===== config.mk =====
export PLATFORM = sky130hd
export DESIGN_NAME = fetch_sequencer_flat
export DESIGN_NICKNAME = d
export VERILOG_FILES = /design/src/rtl/fetch_sequencer_if.sv /design/src/rtl/fetch_sequencer.sv /design/src/flat_wrapper.sv
export SDC_FILE = /design/constraint.sdc
export NUM_CORES = 1
export LEC_CHECK = 0
export CAP_MARGIN = 20
export CORE_AREA = 2 2 93 95
export DETAILED_ROUTE_END_ITERATION = 10
export DIE_AREA = 0 0 95 97
export PLACE_DENSITY = 0.73
export REMOVE_ABC_BUFFERS = 1
export SLEW_MARGIN = 20
export SYNTH_ARGS = -nofsm -noshare
export SYNTH_HDL_FRONTEND = slang
export SYNTH_SLANG_ARGS = --single-unit
export TNS_END_PERCENT = 30

===== constraint.sdc =====
create_clock -name clk -period 2.65 [get_ports clk]
set_clock_uncertainty 0.1 [all_clocks]
set_input_delay 0.795 -clock clk [delete_from_list [all_inputs] [get_ports clk]]
set_output_delay 0.795 -clock clk [all_outputs]
set_load 0.02 [all_outputs]

===== src/rtl/fetch_sequencer_if.sv =====
// fetch_sequencer_if: bundles the program-memory port, the decoder-side
// valid/ready instruction stage, the redirect request and the halt/error status
// of the fetch sequencer.
//   master : sequencer side (drives pm_addr, instr*, halted, err)
//   slave  : environment side (drives pm_data, instr_ready, redir_*, resume)
interface fetch_sequencer_if #(
    parameter int unsigned ADDR_W  = 10,
    parameter int unsigned INSTR_W = 14
);
    logic [ADDR_W-1:0]  pm_addr;
    logic [INSTR_W-1:0] pm_data;
    logic [INSTR_W-1:0] instr;
    logic [ADDR_W-1:0]  instr_pc;
    logic               instr_valid;
    logic               instr_ready;
    logic               redir_valid;
    logic [1:0]         redir_op;
    logic [ADDR_W-1:0]  redir_addr;
    logic               resume;
    logic               halted;
    logic               err;

    modport master (
        output pm_addr, instr, instr_pc, instr_valid, halted, err,
        input  pm_data, instr_ready, redir_valid, redir_op, redir_addr, resume
    );

    modport slave (
        input  pm_addr, instr, instr_pc, instr_valid, halted, err,
        output pm_data, instr_ready, redir_valid, redir_op, redir_addr, resume
    );
endinterface


===== src/rtl/fetch_sequencer.sv =====
// fetch_sequencer: instruction-fetch controller. Owns the PC, addresses a
// combinational program ROM, registers the returned word into a one-entry
// valid/ready stage, and handles JUMP/CALL/RET redirects (with a small return
// stack) plus halt/resume sequencing.
// Ports:
//   clk   : clock, rising edge
//   reset : synchronous active-high reset
//   bus   : fetch_sequencer_if.master (pm_addr/pm_data ROM port, instr/instr_pc/
//           instr_valid/instr_ready output stage, redir_valid/redir_op/redir_addr,
//           resume, halted, err)
// The interface instance must use the same ADDR_W/INSTR_W as this module.
module fetch_sequencer #(
    parameter int unsigned        ADDR_W       = 10,
    parameter int unsigned        INSTR_W      = 14,
    parameter logic [ADDR_W-1:0]  RESET_VECTOR = '0,
    parameter logic [INSTR_W-1:0] HALT_WORD    = INSTR_W'('h0404),
    parameter int unsigned        STACK_DEPTH  = 4
) (
    input logic               clk,
    input logic               reset,
    fetch_sequencer_if.master bus
);
    localparam int unsigned IDX_W = $clog2(STACK_DEPTH);
    localparam int unsigned SP_W  = IDX_W + 1;

    typedef enum logic [1:0] {StFetch, StHaltPend, StHalted, StError} state_e;

    state_e             state_q, state_d;
    logic [ADDR_W-1:0]  pc_q;
    logic [INSTR_W-1:0] instr_q;
    logic [ADDR_W-1:0]  instr_pc_q;
    logic               valid_q;
    logic [SP_W-1:0]    sp_q;
    logic [ADDR_W-1:0]  stack_q [STACK_DEPTH];

    logic is_call, is_ret, redir_act, stack_fault;
    logic do_capture, do_flush, do_redirect, do_push, do_pop, halt_accept;
    logic halted, err;

    logic [IDX_W-1:0] push_idx, pop_idx;

    assign is_call   = bus.redir_op == 2'b01;
    assign is_ret    = bus.redir_op == 2'b10;
    assign push_idx  = sp_q[IDX_W-1:0];
    assign pop_idx   = IDX_W'(sp_q - SP_W'(1));

    // State register
    always_ff @(posedge clk) begin
        if (reset) begin
            state_q <= StFetch;
        end else begin
            state_q <= state_d;
        end
    end

    // Next-state logic; a redirect outranks capture, halt and resume
    always_comb begin
        state_d = state_q;
        if (redir_act) begin
            state_d = stack_fault ? StError : StFetch;
        end else begin
            unique case (state_q)
                StFetch:    if (do_capture && bus.pm_data == HALT_WORD) state_d = StHaltPend;
                StHaltPend: if (halt_accept) state_d = StHalted;
                StHalted:   if (bus.resume) state_d = StFetch;
                StError:    state_d = StError;
            endcase
        end
    end

    // Output / control strobes
    always_comb begin
        redir_act   = bus.redir_valid && (state_q != StError);
        stack_fault = redir_act &&
                      ((is_call && sp_q == SP_W'(STACK_DEPTH)) || (is_ret && sp_q == '0));
        do_redirect = redir_act && !stack_fault;
        do_push     = do_redirect && is_call;
        do_pop      = do_redirect && is_ret;
        // Capture only while the output stage is empty or being drained
        do_capture  = (state_q == StFetch) && !bus.redir_valid &&
                      (!valid_q || bus.instr_ready);
        halt_accept = (state_q == StHaltPend) && valid_q && bus.instr_ready;
        // A faulting redirect still flushes; ERROR never shows a valid word
        do_flush    = redir_act || halt_accept;
        halted      = state_q == StHalted;
        err         = state_q == StError;
    end

    // PC, output stage and stack pointer
    always_ff @(posedge clk) begin
        if (reset) begin
            pc_q       <= RESET_VECTOR;
            instr_q    <= '0;
            instr_pc_q <= '0;
            valid_q    <= 1'b0;
            sp_q       <= '0;
        end else begin
            if (do_redirect) begin
                pc_q <= is_ret ? stack_q[pop_idx] : bus.redir_addr;
            end else if (do_capture) begin
                pc_q <= pc_q + ADDR_W'(1);
            end

            if (do_flush) begin
                valid_q <= 1'b0;
            end else if (do_capture) begin
                instr_q    <= bus.pm_data;
                instr_pc_q <= pc_q;
                valid_q    <= 1'b1;
            end

            if (do_push) begin
                sp_q <= sp_q + SP_W'(1);
            end else if (do_pop) begin
                sp_q <= sp_q - SP_W'(1);
            end
        end
    end

    // Return addresses need no reset; sp gates every read
    always_ff @(posedge clk) begin
        if (!reset && do_push) begin
            stack_q[push_idx] <= instr_pc_q + ADDR_W'(1);
        end
    end

    assign bus.pm_addr     = pc_q;
    assign bus.instr       = instr_q;
    assign bus.instr_pc    = instr_pc_q;
    assign bus.instr_valid = valid_q;
    assign bus.halted      = halted;
    assign bus.err         = err;
endmodule


===== src/flat_wrapper.sv =====
// flat-port wrapper written by rule: the top's interface ports become plain ports
module fetch_sequencer_flat 
#(
    parameter int unsigned        ADDR_W       = 10,
    parameter int unsigned        INSTR_W      = 14,
    parameter logic [ADDR_W-1:0]  RESET_VECTOR = '0,
    parameter logic [INSTR_W-1:0] HALT_WORD    = INSTR_W'('h0404),
    parameter int unsigned        STACK_DEPTH  = 4
)
  (clk, reset, bus_pm_addr, bus_instr, bus_instr_pc, bus_instr_valid, bus_halted, bus_err, bus_pm_data, bus_instr_ready, bus_redir_valid, bus_redir_op, bus_redir_addr, bus_resume);
  fetch_sequencer_if #(.ADDR_W(ADDR_W), .INSTR_W(INSTR_W)) bus_i ();
  input logic clk;
  input logic reset;
  output wire logic [$bits(bus_i.pm_addr)-1:0] bus_pm_addr;
  output wire logic [$bits(bus_i.instr)-1:0] bus_instr;
  output wire logic [$bits(bus_i.instr_pc)-1:0] bus_instr_pc;
  output wire logic [$bits(bus_i.instr_valid)-1:0] bus_instr_valid;
  output wire logic [$bits(bus_i.halted)-1:0] bus_halted;
  output wire logic [$bits(bus_i.err)-1:0] bus_err;
  input wire logic [$bits(bus_i.pm_data)-1:0] bus_pm_data;
  input wire logic [$bits(bus_i.instr_ready)-1:0] bus_instr_ready;
  input wire logic [$bits(bus_i.redir_valid)-1:0] bus_redir_valid;
  input wire logic [$bits(bus_i.redir_op)-1:0] bus_redir_op;
  input wire logic [$bits(bus_i.redir_addr)-1:0] bus_redir_addr;
  input wire logic [$bits(bus_i.resume)-1:0] bus_resume;
  assign bus_pm_addr = bus_i.pm_addr;
  assign bus_instr = bus_i.instr;
  assign bus_instr_pc = bus_i.instr_pc;
  assign bus_instr_valid = bus_i.instr_valid;
  assign bus_halted = bus_i.halted;
  assign bus_err = bus_i.err;
  assign bus_i.pm_data = bus_pm_data;
  assign bus_i.instr_ready = bus_instr_ready;
  assign bus_i.redir_valid = bus_redir_valid;
  assign bus_i.redir_op = bus_redir_op;
  assign bus_i.redir_addr = bus_redir_addr;
  assign bus_i.resume = bus_resume;
  fetch_sequencer #(.ADDR_W(ADDR_W), .INSTR_W(INSTR_W), .RESET_VECTOR(RESET_VECTOR), .HALT_WORD(HALT_WORD), .STACK_DEPTH(STACK_DEPTH)) u_core (.clk(clk), .reset(reset), .bus(bus_i));
endmodule

==> impl_metrics.toml <==
[finish]
num-nets-final = 448
final_common_cell = "clkdlybuf4s50_1"
drive_above_1_share_pct = 14.4
final_area_mm2 = 0.00500
most_frequent_cells_in_the_layout = "clkdlybuf4s50_1 (67), dfxtp_1 (40), edfxtp_1 (40)"
final_core_util_pct = 61.5
num_antenna_cells = 0
syn2layout_area_growth_pct = 33.1
final.fill_count = 639

[clock_network]
tritoncts_num_sinks = 80
ctsRootBufferMaster = "clkbuf_8"
cts.clk_slew.worst_paths_ns = 0.08
cts_buffers = 9
cts-root-to-sink-buffers = 2
cts_hold_repair.buffers = 0
tritoncts = "done"
htree_num_levels = 3
cts_post_setup_buffers_inserted = 0
post_cts_resized = 0
clk-insertion-delay-late_ns = 0.36

[place]
place_congestion = 0.902
dpl.hpwl_um = 7060
port-buffer-count = 67
place_ws_ns = -0.124
placedInstanceArea_mm2 = 0.00478

[power]
p_per_area_mw_per_mm2 = 626
cellLeakagePower_nw = 1.74
vdd_drop_max_mv = 0.252

[floorplanning]
core_area_mm2 = 0.00813
io_pins = 68
die_height_um = 97
total_die_area_mm2 = 0.00922
placement_rows = 33
die_x_um = 95
initial_utilization_pct = 46.2

[timing]
fin_crit_sh_pct = 94.2
setup_ws_final_ns = 0.154
report.final.setup_viol = 0
report.final.slew_viol_count = 0
finalCriticalPeriod_ns = 2.50
fmax_mhz = 401
slew_headroom_pct = 65.1
finalHoldViolCount = 0
max_slew.worst_pin.slew_ns = 0.510
setup_repair_after_global_routing_missed_its_margin = "no"

[critical_path]
path_max_fanout = 3
worst_ep_arrival_time_ns = 1.60
timing.critical_path.from_type = "register"
end_kind = "primary output"
path_class = "reg2out"
cp.required_ns = 1.76

[logic_synthesis]
post_synth.cell_area_avg_um2 = 11.9
ys.warnings.count = 0
synth_ff_type = "edfxtp_1"
netlist-cell-type-count = 49
synth_cells = 316
synth.cell_area_mm2 = 0.00376
async_set_reset_flop_share_out_of_synthesis_pct = 0
ys_seq_area_share_pct = 53.3
synth_enable_flop_cells = 40
synth.ff_latch_count = 80

[drt]
detail-route-antenna-nets = 0
drt-pass1-iter-count = 4
drt-total-wl_um = 9440
vias_per_cell = 5.50
wl_per_cell_um = 18.3
drc_errors = 0
vias = 2836
first_iter_violations = 191

[global_routing]
grt_util_all_layers_pct = 21.9
grt_max_degree = 29
global_route.overflow_total = 0
antenna_violations_before_repair = 0
number_of_global_route_vias_before_repair = 2848
grt_pass1_wl_um = 15300

[status]
status = "complete, no violations"

[min_path]
worst_hold_path_type = "reg2reg"

[job]
number_of_violations_of_the_max_capacitance_limit = 0
-- stage by stage --
step / total power, mW / hold WS [ns] / TNS [ns] / instances
2_1_floorplan: 1.82 / 0.378 / -2.05 / 299
4_1_cts: 3.15 / 0.405 / 0 / 516
6_report: 3.13 / 0.399 / 0 / 516
3_3_place_gp: 2.15 / 0.375 / -3.26 / 500
3_5_place_dp: 2.17 / 0.384 / -5.39 / 500
5_1_grt: 3.26 / 0.415 / 0 / 516
-- where the power goes --
group          internal [mW]  leakage, nW  switching, mW  total, mW
clock network          0.530        0.107          0.457      0.987
registers               1.37        0.664         0.0734       1.44
logic                  0.349        0.969          0.355      0.703
-- cells in the mapped netlist (all sizes together), types with 6 or more instances --
library cell | n | share of area [%]
a2111oi | 10 | 2.3
a211oi | 6 | 1.2
buf | 8 | 1.1
clkbuf | 9 | 0.90
dfxtp | 40 | 21
edfxtp | 40 | 32
ha | 11 | 3.7
inv | 10 | 1.0
mux2i | 25 | 6.7
mux4 | 10 | 6.0
nand3 | 10 | 1.3
nor2 | 33 | 3.3
nor2b | 13 | 2.2
o21ai | 8 | 1.1
xnor2 | 9 | 2.1
-- layer usage --
metal	part of all wire, %	GRT usage [%]
met3	4.6	3.97
met5	0	0
met2	47	33.8
met4	1.8	7.47
met1	46	31.1
-- path summary, 6_finish.rpt --
path	startpoint	end	slack, ns	cells past startpoint
worst max-delay path	u_core.state_q[0]$_SDFFE_PP0P_	bus_halted	0.15	3
worst min-delay path	u_core.bus.instr[6]$_SDFFE_PP0P_	u_core.bus.instr[6]$_SDFFE_PP0P_	0.40	2
worst max register to register	u_core.sp_q[1]$_SDFFE_PP0P_	u_core.bus.pm_addr[6]$_SDFFE_PP0P_	0.41	7
worst min register to register	u_core.bus.instr[6]$_SDFFE_PP0P_	u_core.bus.instr[6]$_SDFFE_PP0P_	0.40	2
-- logic make-up (layout without fill, tap and decap cells) --
logic type               count (synthesis)  after routing  synth area share (%)
XOR/XNOR                                14             14                  3.26
buffers and inverters                   27            122                  3.03
AO/OA/AOI/OAI                           46             46                  9.09
multiplexers                            36             36                  13.0
adder cells (fa/ha/maj)                 11             11                  3.66
AND/OR/NAND/NOR                        102            102                  14.7
flip-flops                              80             80                  53.3
-- layout make-up --
cell class	count	area, um^2	area share [%]
Inverter	10	37.5	0.751
Multi-Input combinational cell	209	1650	33.0
Tap cell	105	131	2.63
Clock inverter	7	93.8	1.88
Clock buffer	9	124	2.48
Timing Repair Buffer	96	963	19.3
Sequential cell	80	2000	40.0
-- flip-flops by register name, indices dropped and copies added, names as in the netlist --
| name | count |
|---|---|
| u_core.bus.pm_addr | 10 |
| u_core.stack_q | 40 |
| u_core.bus.instr_pc | 10 |
| u_core.bus.instr_valid | 1 |
| u_core.bus.instr | 14 |
| u_core.sp_q | 3 |
| u_core.state_q | 2 |
-- worst max-delay path: stages, from the launching register on --
cell and delay [ns]:
dfxtp_1 0.35, inv_1 0.11, ha_1 0.18, clkdlybuf4s50_1 0.61
No activity file was read; power rests on OpenSTA's default activity.
